==> src/rtl/fifo_lifo_sync.sv <==
// Single-clock FIFO/LIFO buffer with run-time mode, occupancy count, programmable
// almost-full/almost-empty thresholds, sticky error flags, flush and registered read port.
module fifo_lifo_sync #(
    parameter int SIZE     = 8,
    parameter int DEPTH    = 8,
    parameter int ADR_SIZE = 3
) (
    input  logic                Clk,
    input  logic                RST_n,
    input  logic                Mode,
    input  logic                Flush,
    input  logic                Wr_En_in,
    input  logic [SIZE-1:0]     Data_in,
    input  logic                Rd_En_in,
    input  logic [ADR_SIZE:0]   AF_level,
    input  logic [ADR_SIZE:0]   AE_level,
    output logic [SIZE-1:0]     Data_out,
    output logic                Data_valid,
    output logic                Full,
    output logic                Empty,
    output logic                Almost_full,
    output logic                Almost_empty,
    output logic [ADR_SIZE:0]   Count,
    output logic                Overflow,
    output logic                Underflow
);

    localparam logic [ADR_SIZE:0]   CNT_MAX  = (ADR_SIZE+1)'(DEPTH);
    localparam logic [ADR_SIZE:0]   CNT_ONE  = (ADR_SIZE+1)'(1);
    localparam logic [ADR_SIZE-1:0] PTR_ONE  = ADR_SIZE'(1);
    localparam logic [ADR_SIZE-1:0] PTR_LAST = ADR_SIZE'(DEPTH - 1);

    logic [SIZE-1:0]     mem [DEPTH];
    logic                lifo_r;
    logic [ADR_SIZE:0]   count_r;
    logic [ADR_SIZE-1:0] wr_ptr_r;
    logic [ADR_SIZE-1:0] rd_ptr_r;
    logic                ovf_r;
    logic                unf_r;
    logic [SIZE-1:0]     rd_data_p1;
    logic                vld_p1;

    logic                wr_acc_p0;
    logic                rd_acc_p0;
    logic [ADR_SIZE-1:0] top_p0;
    logic [ADR_SIZE-1:0] wr_idx_p0;
    logic [ADR_SIZE-1:0] rd_idx_p0;

    // Pointer advance with explicit wrap so non-power-of-2 depths work.
    function automatic logic [ADR_SIZE-1:0] ptr_next(input logic [ADR_SIZE-1:0] p);
        return (p == PTR_LAST) ? '0 : p + PTR_ONE;
    endfunction

    // Occupancy update; callers only pass accepted operations, so it stays in 0..DEPTH.
    function automatic logic [ADR_SIZE:0] count_next(input logic [ADR_SIZE:0] c,
                                                     input logic w, input logic r);
        if (w && !r) return c + CNT_ONE;
        if (r && !w) return c - CNT_ONE;
        return c;
    endfunction

    // ---- stage p0: request qualification and addressing ----
    assign Full         = (count_r == CNT_MAX);
    assign Empty        = (count_r == '0);
    assign Almost_full  = (count_r >= AF_level);
    assign Almost_empty = (count_r <= AE_level);

    assign wr_acc_p0 = Wr_En_in & ~Full;
    assign rd_acc_p0 = Rd_En_in & ~Empty;

    // Stack top is Count-1; low bits alone suffice because Count never exceeds DEPTH.
    assign top_p0    = count_r[ADR_SIZE-1:0] - PTR_ONE;
    assign wr_idx_p0 = lifo_r ? (rd_acc_p0 ? top_p0 : count_r[ADR_SIZE-1:0]) : wr_ptr_r;
    assign rd_idx_p0 = lifo_r ? top_p0 : rd_ptr_r;

    always_ff @(posedge Clk) begin
        if (RST_n && !Flush && wr_acc_p0)
            mem[wr_idx_p0] <= Data_in;
    end

    // ---- stage p1: registered state and read port ----
    always_ff @(posedge Clk) begin
        if (!RST_n) begin
            lifo_r     <= Mode;
            count_r    <= '0;
            wr_ptr_r   <= '0;
            rd_ptr_r   <= '0;
            ovf_r      <= 1'b0;
            unf_r      <= 1'b0;
            vld_p1     <= 1'b0;
            rd_data_p1 <= '0;
        end else if (Flush) begin
            lifo_r     <= Mode;
            count_r    <= '0;
            wr_ptr_r   <= '0;
            rd_ptr_r   <= '0;
            ovf_r      <= 1'b0;
            unf_r      <= 1'b0;
            vld_p1     <= 1'b0;
        end else begin
            count_r <= count_next(count_r, wr_acc_p0, rd_acc_p0);
            if (!lifo_r && wr_acc_p0)
                wr_ptr_r <= ptr_next(wr_ptr_r);
            if (!lifo_r && rd_acc_p0)
                rd_ptr_r <= ptr_next(rd_ptr_r);
            if (Wr_En_in && Full)
                ovf_r <= 1'b1;
            if (Rd_En_in && Empty)
                unf_r <= 1'b1;
            vld_p1 <= rd_acc_p0;
            if (rd_acc_p0)
                rd_data_p1 <= mem[rd_idx_p0];
        end
    end

    assign Data_out   = rd_data_p1;
    assign Data_valid = vld_p1;
    assign Count      = count_r;
    assign Overflow   = ovf_r;
    assign Underflow  = unf_r;

endmodule

==> config.mk <==
export PLATFORM = sky130hd
export DESIGN_NAME = fifo_lifo_sync
export DESIGN_NICKNAME = d
export VERILOG_FILES = /design/src/rtl/fifo_lifo_sync.sv
export SDC_FILE = /design/constraint.sdc
export NUM_CORES = 1
export LEC_CHECK = 0
export ABC_AREA = 1
export CELL_PAD_IN_SITES_DETAIL_PLACEMENT = 2
export CELL_PAD_IN_SITES_GLOBAL_PLACEMENT = 2
export CORE_UTILIZATION = 32
export DETAILED_ROUTE_END_ITERATION = 8
export PLACE_DENSITY = 0.75
export SYNTH_ARGS = -nofsm -noshare
export SYNTH_HDL_FRONTEND = slang
export SYNTH_SLANG_ARGS = --single-unit
==> constraint.sdc <==
create_clock -name Clk -period 2.1 [get_ports Clk]
set_input_delay 0.315 -clock Clk [delete_from_list [all_inputs] [get_ports Clk]]
set_output_delay 0.315 -clock Clk [all_outputs]
set_load 0.01 [all_outputs]
==> metrics.txt <==
Post-CTS Hold Buffers=0; number of global-route vias before repair=3747; Synth area leaders=edfxtp_1 47%, nand3_1 10%, dfxtp_1 10%; drt pass-1 iters=4; Critical Path, Cell by Cell=inv_1 -> ha_4 -> nand3_1 -> inv_1 -> clkdlybuf4s50_1; setup TNS=0 ps; Setup Viol. Count Final=0; outcome=finished clean; Worst-Skew Late Latency=350 ps; CTS tree=yes; grt ovf=0; Slew Viols, Final=0; Port Buffer Count=40; Starting Density=0.329; Diodes inserted=0; Startpoint Class=flop; TritonCTS Buffers=9; VDD IR max=around 0.00038 V; H-tree depth=3; Mapped Area=4160 µm²; gr busiest metal=met2; CP Launch Point=Count[1]; initial antenna violation count=0; Critical Path End=Full; CP required=1780 ps; Place WS=-261 ps; synth-to-layout area growth=28.4%; CP dominant cell by count=inv_1; drt drc=0; post-route insts no fill=about 700; gr usage total=0.200; cell count along the critical path=5; worst reg2reg path startpoint=Count[1]; worst slew pin tran=444 ps; DP Wirelength=8580 µm; Core ar.=12600 µm²; syn nets=just under 500; largest net degree at the start of global routing=33; register area share after synthesis=0.571; post-route setup slack=138 ps; YS warnings=0; Clock Skews=approximately 7.6 ps; # Max-Cap Violations=0; Worst Path Buf+Inv=3; DR vias/cell=roughly 4.8; Die Y=116 µm; Distinct cells, synth=31; Placed Area=5010 µm²; Global Route met3 Usage=0.0235; CP delay by family, top=buffers and inverters; Die Wd=116 µm; Sink Count=86; Clock Pin Slew Worst Setup and Hold Paths=about 60 ps; Seq cells post-synth=86; DP Cell Count=675; Final Cell Area=5340 µm²; Max-slew headroom=0.703; via count=3336; worst path arrival time=about 1700 ps; met1 Usage GRT=0.228; # rows=between 40 and 50; GP Congestion=0.788; Routed WL=12300 µm; Period minus WS final=roughly 2000 ps; Worst setup EP type=output port; RSZ-0062 raised after global routing=no; Reg2Reg Depth=13; Final Hold Fails=0; initial detailed-routing violation count=169; ratio of final minimum period to clock period=0.934; Final Power=4.06 mW; Crit-path slowest cell=clkdlybuf4s50_1; Synth top cells by count=87 x inv_1, 87 x nand3_1, 67 x nand2_1; CP peak stage delay=530 ps; top-area cell type share of the netlist area=0.470; # IOs=41; # fillers=1406; crit-path max FO=4; first-pass GRT wire length=19700 µm; Post-synth EDFFs=65; layout cells sized above 1=0.150; met2 GRT Util=0.374; Final Net Count=554; Async S/R FF share, synth=0; drt wl/cell=around 18 µm; Lkg Pwr=2.25 nW; predominant post-synthesis flop cell=edfxtp_1; post-route ant nets=0; maximum operating frequency=0.510 GHz; largest area contributor in the netlist=edfxtp_1; RR Endpoint=Count[3]; clk buf depth=2; WS Path Type=reg -> out; Syn Inst Count=443; clk root buf=clkbuf_16; min-delay worst type=reg -> reg; Die Area=between 10000 and 15000 µm²; internal reg-to-reg setup slack=about 160 ps; Pwr Density=760 nW/µm²; Syn Area/Cell=~9.4 µm²
state kept, by name, summed over array words and instances, names as in the netlist:
| signal | cells |
|---|---|
| Underflow | 1 |
| wr_ptr_r | 3 |
| mem | 64 |
| Data_valid | 1 |
| Count | 4 |
| Data_out | 8 |
| Overflow | 1 |
| rd_ptr_r | 3 |
| lifo_r | 1 |
cell families after synthesis:
kind of cell / Yosys count / synth area share
XOR/XNOR: 1 / 0.00211
adder cells (fa/ha/maj): 17 / 0.0512
flip-flops: 86 / 0.571
AND/OR/NAND/NOR: 186 / 0.208
buffers and inverters: 106 / 0.102
AO/OA/AOI/OAI: 47 / 0.0659
metrics by stage:
step	util	hold WS, ps
floorplan	-	414
global placement	0.397	444
detailed placement	0.397	450
CTS	0.420	461
global route	0.423	493
finish	0.423	459
cells in the final DEF, fill, tap and decap left out, types with 2 or more instances in the layout:
cell             instances
clkinv_1                 2
edfxtp_1                65
o21ai_0                 11
dfxtp_2                  2
clkbuf_16                9
a21oi_1                 22
nand2_1                 65
nand3_1                 87
inv_2                    7
nand2_2                  4
clkbuf_2                 2
dfxtp_1                 19
inv_1                   86
nor2_1                  11
o211ai_1                 2
buf_12                   5
clkbuf_1                 2
o21ai_1                  3
ha_1                    15
nand3b_1                 8
clkdlybuf4s50_1         38
buf_4                   28
o21ai_2                  4
ha_4                     2
nor2_2                   7
power by group:
part / switching, mW / leakage [nW] / total [mW] / internal [mW]
clock network: 0.654 / 0.135 / 1.57 / 0.913
registers: 0.0178 / 0.758 / 1.88 / 1.86
logic: 0.370 / 1.36 / 0.616 / 0.246
total: 1.04 / 2.25 / 4.06 / 3.02
layout make-up:
type / count / area (µm²) / share of cell area
multi-input cells: 251 / 1410 / 0.264
clock buffers: 11 / 233 / 0.0436
repair buffers: 73 / 701 / 0.131
well taps: 172 / 215 / 0.0403
inverters: 94 / 355 / 0.0666
flip-flops and latches: 86 / 2370 / 0.445
clock inverters: 5 / 50.0 / 0.00937
worst reg2reg max path: cells and delay by family (launching register included):
family                     cells  cell delay, ps
buffers and inverters          4             420
AOI/OAI and AO/OA              4             410
adders and majority gates      2             370
DFF                            1             330
and+or+nand+nor                3             300
routing by layer:
layer,part of all wire,vias up
li1,-,1618
met1,0.41,1641
met2,0.54,62
met3,0.029,15
met4,0.023,0
met5,0,-
worst min-delay path by stage:
| stage | start | to | slack (ps) | cells after the start |
|---|---|---|---|---|
| floorplan | Mode | lifo_r | 410 | 0 |
| global placement | Overflow | Overflow | 440 | 2 |
| detailed placement | Overflow | Overflow | 450 | 2 |
| CTS | Overflow | Overflow | 460 | 2 |
| global route | Data_out[3] | Data_out[3] | 490 | 2 |
| finish | Overflow | Overflow | 460 | 2 |
timing repair:
action | 4_1_cts | 5_1_grt
pin swaps | 0 | 2
setup buffers | 0 | 1
resized for setup | 5 | 16
endpoints found under the setup margin | 7 | 49
endpoints found under the hold margin | 0 | 0
Note: power is estimated with default switching activity, not from simulation.
